[src/rtl/sfx_player.sv]
// sfx_player: multi-effect tone sequencer for the 1-bit speaker pin.
// Each effect is a list of notes {loop, last, dur_ms, half_period} held in an
// external synchronous ROM. Trigger index 0 has the highest priority, and a
// higher-priority trigger preempts the effect that is playing.
// Optional build macro SFX_LOOP_EN: a note with last=1 and loop=1 restarts its
// effect at note 0, and a trigger on the playing effect's own index stops it.
module sfx_player #(
  parameter int CLK_HZ        = 100000000,
  parameter int NUM_SFX       = 4,
  parameter int NOTES_PER_SFX = 8,
  parameter int DIV_W         = 18,
  parameter int DUR_W         = 12,
  localparam int ADDR_W = (NUM_SFX * NOTES_PER_SFX > 1) ? $clog2(NUM_SFX * NOTES_PER_SFX) : 1,
  localparam int IDX_W  = (NUM_SFX > 1) ? $clog2(NUM_SFX) : 1,
  localparam int ROM_W  = DIV_W + DUR_W + 2
) (
  input  logic              clk,
  input  logic              rstn,
  input  logic [NUM_SFX-1:0] trig,
  output logic [ADDR_W-1:0] rom_addr,
  input  logic [ROM_W-1:0]  rom_data,
  output logic              busy,
  output logic [IDX_W-1:0]  active_sfx,
  output logic              done,
  output logic              speaker
);

  localparam int TICK_DIV = CLK_HZ / 1000;
  localparam int PRE_W    = (TICK_DIV > 1) ? $clog2(TICK_DIV) : 1;
  localparam int NOTE_W   = (NOTES_PER_SFX > 1) ? $clog2(NOTES_PER_SFX) : 1;
  localparam logic [NOTE_W-1:0] LAST_NOTE = NOTE_W'(NOTES_PER_SFX - 1);
  localparam logic [PRE_W-1:0]  PRE_MAX   = PRE_W'(TICK_DIV - 1);

  typedef enum logic [2:0] {IDLE, FETCH, WAIT, LOAD, PLAY} state_t;

  state_t             state_reg, state_next;
  logic [IDX_W-1:0]   active_reg, active_next;
  logic [NOTE_W-1:0]  note_reg, note_next;
  logic [ADDR_W-1:0]  addr_reg, addr_next;
  logic [DIV_W-1:0]   hp_reg, hp_next;
  logic [DIV_W-1:0]   tone_reg, tone_next;
  logic [DUR_W-1:0]   dur_reg, dur_next;
  logic [PRE_W-1:0]   pre_reg, pre_next;
  logic               last_reg, last_next;
  logic               speaker_reg, speaker_next;
  logic               busy_reg, busy_next;
  logic               done_reg, done_next;

  logic               trig_any;
  logic [IDX_W-1:0]   trig_idx;
  logic               preempt;
  logic               note_end;
  logic               cur_last;
  logic [DUR_W-1:0]   rom_dur;

`ifdef SFX_LOOP_EN
  logic               loop_reg, loop_next;
  logic               cur_loop;
  logic               self_stop;
`else
  logic               unused_loop_bit;
  assign unused_loop_bit = rom_data[ROM_W-1];
`endif

  assign rom_dur = rom_data[DIV_W +: DUR_W];

  // Flat note address of effect s, note n.
  function automatic logic [ADDR_W-1:0] calc_addr(input logic [IDX_W-1:0] s,
                                                   input logic [NOTE_W-1:0] n);
    int a;
    a = int'(s) * NOTES_PER_SFX + int'(n);
    return a[ADDR_W-1:0];
  endfunction

  // Priority encoder: lowest set trigger bit wins.
  always_comb begin
    trig_any = 1'b0;
    trig_idx = '0;
    for (int i = NUM_SFX - 1; i >= 0; i--) begin
      if (trig[i]) begin
        trig_any = 1'b1;
        trig_idx = IDX_W'(i);
      end
    end
  end

  assign preempt = (state_reg != IDLE) && trig_any && (trig_idx < active_reg);
`ifdef SFX_LOOP_EN
  assign self_stop = (state_reg != IDLE) && trig[active_reg];
`endif

  // State and datapath registers; everything clears on reset.
  always_ff @(posedge clk or negedge rstn) begin
    if (!rstn) begin
      state_reg   <= IDLE;
      active_reg  <= '0;
      note_reg    <= '0;
      addr_reg    <= '0;
      hp_reg      <= '0;
      tone_reg    <= '0;
      dur_reg     <= '0;
      pre_reg     <= '0;
      last_reg    <= 1'b0;
      speaker_reg <= 1'b0;
      busy_reg    <= 1'b0;
      done_reg    <= 1'b0;
`ifdef SFX_LOOP_EN
      loop_reg    <= 1'b0;
`endif
    end else begin
      state_reg   <= state_next;
      active_reg  <= active_next;
      note_reg    <= note_next;
      addr_reg    <= addr_next;
      hp_reg      <= hp_next;
      tone_reg    <= tone_next;
      dur_reg     <= dur_next;
      pre_reg     <= pre_next;
      last_reg    <= last_next;
      speaker_reg <= speaker_next;
      busy_reg    <= busy_next;
      done_reg    <= done_next;
`ifdef SFX_LOOP_EN
      loop_reg    <= loop_next;
`endif
    end
  end

  // Next-state logic: sequencing, tone/duration counting, end-of-note and preemption.
  always_comb begin
    state_next   = state_reg;
    active_next  = active_reg;
    note_next    = note_reg;
    addr_next    = addr_reg;
    hp_next      = hp_reg;
    tone_next    = tone_reg;
    dur_next     = dur_reg;
    pre_next     = pre_reg;
    last_next    = last_reg;
    speaker_next = speaker_reg;
    busy_next    = busy_reg;
    done_next    = 1'b0;
    note_end     = 1'b0;
    cur_last     = last_reg;
`ifdef SFX_LOOP_EN
    loop_next    = loop_reg;
    cur_loop     = loop_reg;
`endif

    case (state_reg)
      IDLE: begin
        // A trigger coinciding with the done pulse is dropped.
        if (trig_any && !done_reg) begin
          active_next = trig_idx;
          note_next   = '0;
          addr_next   = calc_addr(trig_idx, '0);
          busy_next   = 1'b1;
          state_next  = FETCH;
        end
      end
      FETCH: state_next = WAIT;
      WAIT:  state_next = LOAD;
      LOAD: begin
        hp_next   = rom_data[DIV_W-1:0];
        dur_next  = rom_dur;
        last_next = rom_data[DIV_W+DUR_W];
        cur_last  = rom_data[DIV_W+DUR_W];
`ifdef SFX_LOOP_EN
        loop_next = rom_data[ROM_W-1];
        cur_loop  = rom_data[ROM_W-1];
`endif
        tone_next = '0;
        pre_next  = '0;
        if (rom_dur == '0) note_end = 1'b1;
        else               state_next = PLAY;
      end
      PLAY: begin
        // Square wave: toggle when the tone counter wraps; half_period 0 is a rest.
        if (hp_reg == '0) begin
          tone_next    = '0;
          speaker_next = 1'b0;
        end else if (tone_reg == hp_reg - DIV_W'(1)) begin
          tone_next    = '0;
          speaker_next = ~speaker_reg;
        end else begin
          tone_next = tone_reg + DIV_W'(1);
        end
        // Millisecond prescaler drives the duration countdown.
        if (pre_reg == PRE_MAX) begin
          pre_next = '0;
          if (dur_reg == DUR_W'(1)) begin
            dur_next = '0;
            note_end = 1'b1;
          end else begin
            dur_next = dur_reg - DUR_W'(1);
          end
        end else begin
          pre_next = pre_reg + PRE_W'(1);
        end
      end
      default: state_next = IDLE;
    endcase

    if (note_end) begin
      if (cur_last || note_reg == LAST_NOTE) begin
`ifdef SFX_LOOP_EN
        if (cur_last && cur_loop) begin
          note_next  = '0;
          addr_next  = calc_addr(active_reg, '0);
          state_next = FETCH;
        end else
`endif
        begin
          speaker_next = 1'b0;
          busy_next    = 1'b0;
          done_next    = 1'b1;
          state_next   = IDLE;
        end
      end else begin
        note_next  = note_reg + NOTE_W'(1);
        addr_next  = calc_addr(active_reg, note_reg + NOTE_W'(1));
        state_next = FETCH;
      end
    end

`ifdef SFX_LOOP_EN
    // Retriggering the playing effect stops it like a natural end.
    if (self_stop) begin
      speaker_next = 1'b0;
      busy_next    = 1'b0;
      done_next    = 1'b1;
      state_next   = IDLE;
    end
`endif

    // Preemption overrides any end-of-note outcome and never pulses done.
    if (preempt) begin
      speaker_next = 1'b0;
      active_next  = trig_idx;
      note_next    = '0;
      addr_next    = calc_addr(trig_idx, '0);
      busy_next    = 1'b1;
      done_next    = 1'b0;
      state_next   = FETCH;
    end
  end

  assign rom_addr   = addr_reg;
  assign busy       = busy_reg;
  assign active_sfx = active_reg;
  assign done       = done_reg;
  assign speaker    = speaker_reg;

endmodule

[config.mk]
export PLATFORM = sky130hd
export DESIGN_NAME = sfx_player
export DESIGN_NICKNAME = d
export VERILOG_FILES = /design/src/rtl/sfx_player.sv
export SDC_FILE = /design/constraint.sdc
export NUM_CORES = 1
export LEC_CHECK = 0
export CORE_MARGIN = 1.5
export CORE_UTILIZATION = 43
export CTS_CLUSTER_SIZE = 24
export DETAILED_ROUTE_END_ITERATION = 12
export GPL_TIMING_DRIVEN = 0
export SLEW_MARGIN = 20
export SYNTH_ARGS = -nofsm -noshare
export SYNTH_HDL_FRONTEND = slang
export SYNTH_SLANG_ARGS = --single-unit
export TNS_END_PERCENT = 1
[constraint.sdc]
create_clock -name clk -period 3.8 [get_ports clk]
set_clock_uncertainty 0.05 [all_clocks]
set_input_delay 0.76 -clock clk [delete_from_list [all_inputs] [get_ports clk]]
set_output_delay 0.76 -clock clk [all_outputs]
set_load 0.01 [all_outputs]
# Word-level counts from Yosys, hierarchy flattened
# Cells that the tools add are included.
[totals] ff_bits=82 in_bits=38 wordCells=101
[op_classes] addsub=6 n_lt_le_gt_ge=1 eq_ne=12 mux=54 n_bitwise=1 reduce_logical=15
[ops] op="$mux 18" count=2
[ops] op="$pmux 18 s2" count=1
[ops] op="$pmux 17 s2" count=1
[ops] op="$mux 3" count=9
[ops] op="$mux 5" count=5
[ops] op="$mux 12" count=2
[ops] op="$pmux 12 s2" count=1
[ops] op="$mux 1" count=23
[ops] op="$add 18x1->18 const B" count=1
[ops] op="$eq 18x18->1" count=1
[ops] op="$logic_not 18->1" count=1
[ops] op="$sub 18x1->18 const B" count=1
[ops] op="$add 17x1->17 const B" count=1
[ops] op="$eq 17x17->1 const B" count=1
[ops] op="$mux 17" count=1
[ops] op="$pmux 3 s5" count=1
[ops] op="$mux 2" count=7
[ops] op="$eq 12x1->1 const B" count=1
[ops] op="$logic_not 12->1" count=1
[ops] op="$sub 12x1->12 const B" count=1
[ops] op="$ne 4x4->1 const B" count=2
[ops] op="$eq 3x2->1 const B" count=2
[ops] op="$eq 3x3->1 const B" count=2
[ops] op="$reduce_bool 2->1" count=3
[ops] op="other kinds (15)" count=18

# Logic depth before layout (Yosys ltp)
[logic_depth] word_depth=10 ltp_mapped=12 depth_no_buf=10

# Worst setup path after synthesis
# No wires, ideal clock.
[synth_path] path_type="register to register" from="register hp_reg[0]" to="register tone_reg[15]" setup_time_ns=0.136 arrival_ns=2.933 required_ns=3.614 path_slack_ns=0.680 stages_incl_launch_ff=13 path_buffers=2 path_cell_list="dfrtp_1 > inv_1 > ha_1 > or4b_1 > buf_2 > or2_1 > or3_1 > o21ai_1 > nand4_1 > or4_1 > clkbuf_2 > a221oi_2 > o41ai_1"
[synth_via] elab_chain_len=5
[synth_lines] element="start, declared" line_no="40" text="logic [DIV_W-1:0] hp_reg, hp_next;"
[synth_lines] element="start signal, assigned" line_no="115" text="hp_reg <= hp_next;"
[synth_lines] element="$sub 18x1->18" line_no="182" text="end else if (tone_reg == hp_reg - DIV_W'(1)) begin"
[synth_lines] element="$eq 18x18->1" line_no="182"
[synth_lines] element="$mux 18" line_no="182"
[synth_lines] element="$mux 18 (*)" line_no="179" text="if (hp_reg == '0) begin"
[synth_lines] element="$pmux 18 s2 (*)" line_no="150" text="case (state_reg)"
[synth_lines] element="end signal, assigned" line_no="116" text="tone_reg <= tone_next;"
[synth_lines] element="end, declared" line_no="41" text="logic [DIV_W-1:0] tone_reg, tone_next;"
# Mark *: on every way between the ends. The rest lies on a longest branch, timed or not.
# A chain may end at the register's enable or synchronous reset.

# Final worst setup path
[layout_path] from="register hp_reg[0]" to="register tone_reg[2]"
# The elaborated chain is that of the path after synthesis.

==> flow_metrics.env <==
export IMPL_status="completed"
export IMPL_cts_hold_buffers=0
export IMPL_core_rowCount=38
export IMPL_synth_fp_nets=640
export IMPL_grt_overflow=0
export IMPL_rsz0062_at_grt="false"
export IMPL_firstDrtPassIters=4
export IMPL_final_cells=797
export IMPL_grt_pass1_wl_um=21330
export IMPL_drtAntennaViolNets=0
export IMPL_drt_vias_per_instance=5.782
export IMPL_synth_top_area_share=0.4199
export IMPL_dp_slack_ns=0.04206
export IMPL_hpwl_um=9129
export IMPL_relSlewSlack=0.4546
export IMPL_synthCells=594
export IMPL_synth_cell_area_um2=4887
export IMPL_antenna_found_initial=0
export IMPL_cts_htree_levels=3
export IMPL_synthFlopType="dfrtp_1"
export IMPL_wl_per_cell_um=15.99
export IMPL_setup_violations=0
export IMPL_synth_edf_count=0
export IMPL_die_h_um=109.6
export IMPL_ys_types=62
export IMPL_io_pins=48
export IMPL_area_delta_synth_final_pct=19.61
export IMPL_core_area_um2=10980
export IMPL_cts_root_buf="clkbuf_16"
export IMPL_worstSetupStartpointType="flip-flop"
export IMPL_critPathCapture="tone_reg[2]$_DFFE_PN0P_"
export IMPL_place_area_um2=5550
export IMPL_final_max_slew_viol_count=0
export IMPL_p_total_mw=3.723
export IMPL_syn_avg_cell_area_um2=8.228
export IMPL_grt_max_degree=53
export IMPL_gr_usage_all_layers=0.2279
export IMPL_place_inst=782
export IMPL_worstHoldPathType="in2async"
export IMPL_yosys_warnings=0
export IMPL_hold_violations=0
export IMPL_antenna_cells=0
export IMPL_initial_core_util=0.4450
export IMPL_wl_um=12750
export IMPL_cts_buffers=9
export IMPL_min_period_ns=3.603
export IMPL_cts_tree="done"
export IMPL_required_ns=3.95
export IMPL_synth_async_reset_ratio=1.000
export IMPL_end_kind="flip-flop"
export IMPL_fin_crit_sh=0.9482
export IMPL_powerDensity_nw_per_um2=636.8
export IMPL_initialDrtViolationCount=280
export IMPL_clk_path_buf_depth=2
export IMPL_die_area_um2=12010
export IMPL_grt_pass1_vias=4372
export IMPL_portBuffers=46
export IMPL_path_max_fanout=10
export IMPL_r2r_worst_path_cells=12
export IMPL_leakagePower_nw=2.379
export IMPL_setup_ws_ns=0.1967
export IMPL_vias=4608
export IMPL_vdd_drop_max_mv=0.4057
export IMPL_cap_violations=0
export IMPL_synthTopCellsByArea="dfrtp_1 (42%), nand2_1 (8.3%), o21ai_0 (6.8%)"
export IMPL_die_w_um=109.6
export IMPL_worst_pin_slew_ns=0.8118
export IMPL_regToRegStartpoint="hp_reg[0]$_DFFE_PN0P_"
export IMPL_critPathKind="reg2reg"
export IMPL_arrival_ns=3.76
export IMPL_r2r_end="tone_reg[2]$_DFFE_PN0P_"
export IMPL_fin_area_um2=5846
export IMPL_clkTransAtPathRegs_ns=0.06
export IMPL_startpoint="hp_reg[0]$_DFFE_PN0P_"
export IMPL_place_gp_congestion=0.9002
export IMPL_yosysSeqAreaShare=0.4199
export IMPL_drive_gt1_frac=0.05023
export IMPL_clk_insertion_delay_late_ns=0.34
export IMPL_ys_ff_latch=82
export IMPL_nets=699
export IMPL_ff2ff_setup_slack_ns=0.20
export IMPL_fmax_ghz=0.2775
export IMPL_clock_sinks=82
export IMPL_synth_top_cell_by_area="dfrtp_1"
export IMPL_route_detailed_drc=0
-- cells by family after synthesis --
family | count (synthesis) | share of synthesized area
adder cells (fa/ha/maj) | 8 | 0.02048
multiplexers | 3 | 0.006656
AND/OR/NAND/NOR | 274 | 0.2739
buffers and inverters | 48 | 0.03738
XOR/XNOR | 33 | 0.05914
AO/OA/AOI/OAI | 146 | 0.1825
flip-flops | 82 | 0.4199
-- metal layers --
layer / up-vias / global-route usage / wire length [um] / share of wire
met1: 2234 / 0.3177 / 6062 / 0.48
met2: 108 / 0.3642 / 5902 / 0.46
met4: 0 / 0.06957 / 174 / 0.014
met5: - / 0 / 0 / 0
met3: 15 / 0.03557 / 608 / 0.048
li1: 2251 / - / - / -
-- layout make-up --
cell class	count	area [um2]
buffer	23	88.84
clock buffer	14	284.0
clock inverter	1	7.507
fill	1043	5137
inverter	25	93.84
multi-input combinational	464	2661
sequential	82	2052
tap	140	175.2
timing repair buffer	48	483.0
-- worst max-delay path, cell delays in order (launching register included) --
cell and delay, ns:
dfrtp_1 0.48, inv_1 0.12, ha_1 0.27, or4b_1 0.44, buf_2 0.20, a2111oi_0 0.39
a31oi_1 0.07, o32a_1 0.20, o21ai_2 0.34, nand4b_2 0.26, clkbuf_1 0.32, nand4_1 0.17
o311ai_0 0.13
-- per-stage QoR --
stage	hold slack, ns	utilization	TNS [ns]
after global routing	0.4745	0.5322	0
after floorplan	0.3972	-	0
after detailed placement	0.4196	0.5054	0
final	0.4152	0.5322	0
after CTS	0.4338	0.5322	0
after global placement	0.4183	0.5028	-97.39
-- synthesized netlist by cell type, types with 2 or more instances --
| cell | n |
|---|---|
| a21oi_1 | 24 |
| a22o_1 | 4 |
| a22oi_1 | 2 |
| a31o_2 | 2 |
| a31oi_1 | 12 |
| a41oi_1 | 4 |
| and2_1 | 3 |
| and3_1 | 13 |
| and4_1 | 2 |
| clkbuf_1 | 20 |
| dfrtp_1 | 82 |
| ha_1 | 8 |
| inv_1 | 25 |
| mux2_2 | 2 |
| nand2_1 | 108 |
| nand2b_1 | 3 |
| nand3_1 | 24 |
| nand4_1 | 9 |
| nor2_1 | 40 |
| nor2b_1 | 2 |
| nor3_1 | 21 |
| nor3b_1 | 3 |
| nor4_1 | 16 |
| nor4b_1 | 5 |
| o211ai_1 | 2 |
| o21ai_0 | 66 |
| o21ai_1 | 3 |
| o22ai_1 | 3 |
| o31ai_1 | 6 |
| o41ai_1 | 3 |
| or2_2 | 5 |
| or3_1 | 9 |
| or4_1 | 3 |
| xnor2_1 | 23 |
| xor2_1 | 10 |
-- worst min-delay path by stage --
stage,start,endpoint,slack (ns),depth (start not counted)
after global placement,last_reg$_DFF_PN0_,last_reg$_DFF_PN0_,0.42,2
final,rstn,hp_reg[15]$_DFFE_PN0P_,0.42,1
after global routing,rstn,hp_reg[15]$_DFFE_PN0P_,0.47,1
after detailed placement,last_reg$_DFF_PN0_,last_reg$_DFF_PN0_,0.42,2
after CTS,rstn,hp_reg[15]$_DFFE_PN0P_,0.43,1
after floorplan,last_reg$_DFF_PN0_,last_reg$_DFF_PN0_,0.40,2
-- power breakdown --
group	switching [mW]	internal [mW]
Combinational	0.892	0.594
Sequential	0.276	1.10
Clock	0.348	0.511
Total	1.52	2.21
-- placed cells by master (no fill, tap or decap), types with 3 or more instances in the layout --
| master | instances |
|---|---|
| inv_1 | 25 |
| xnor2_1 | 23 |
| o22ai_1 | 3 |
| ha_1 | 8 |
| nor3b_1 | 3 |
| nand2_1 | 108 |
| xor2_1 | 10 |
| nand2b_1 | 3 |
| or3_1 | 9 |
| a22o_1 | 4 |
| o21ai_0 | 66 |
| and2_1 | 3 |
| nand4_1 | 9 |
| a21oi_1 | 24 |
| nand3_1 | 24 |
| or4_1 | 3 |
| clkbuf_8 | 4 |
| or2_2 | 5 |
| a31oi_1 | 12 |
| nor3_1 | 21 |
| a41oi_1 | 4 |
| o41ai_1 | 3 |
| and3_1 | 13 |
| o31ai_1 | 6 |
| clkdlybuf4s50_1 | 45 |
| clkbuf_1 | 21 |
| clkbuf_16 | 9 |
| dfrtp_1 | 82 |
| nor4b_1 | 5 |
| nor4_1 | 16 |
| nor2_1 | 40 |
-- timing repair --
item / CTS / global route
gates resized for setup: 1 / 0
buffers inserted: 0 / 0
endpoints found under the setup margin: 1 / 0
Power figures use the tool's default switching activity.
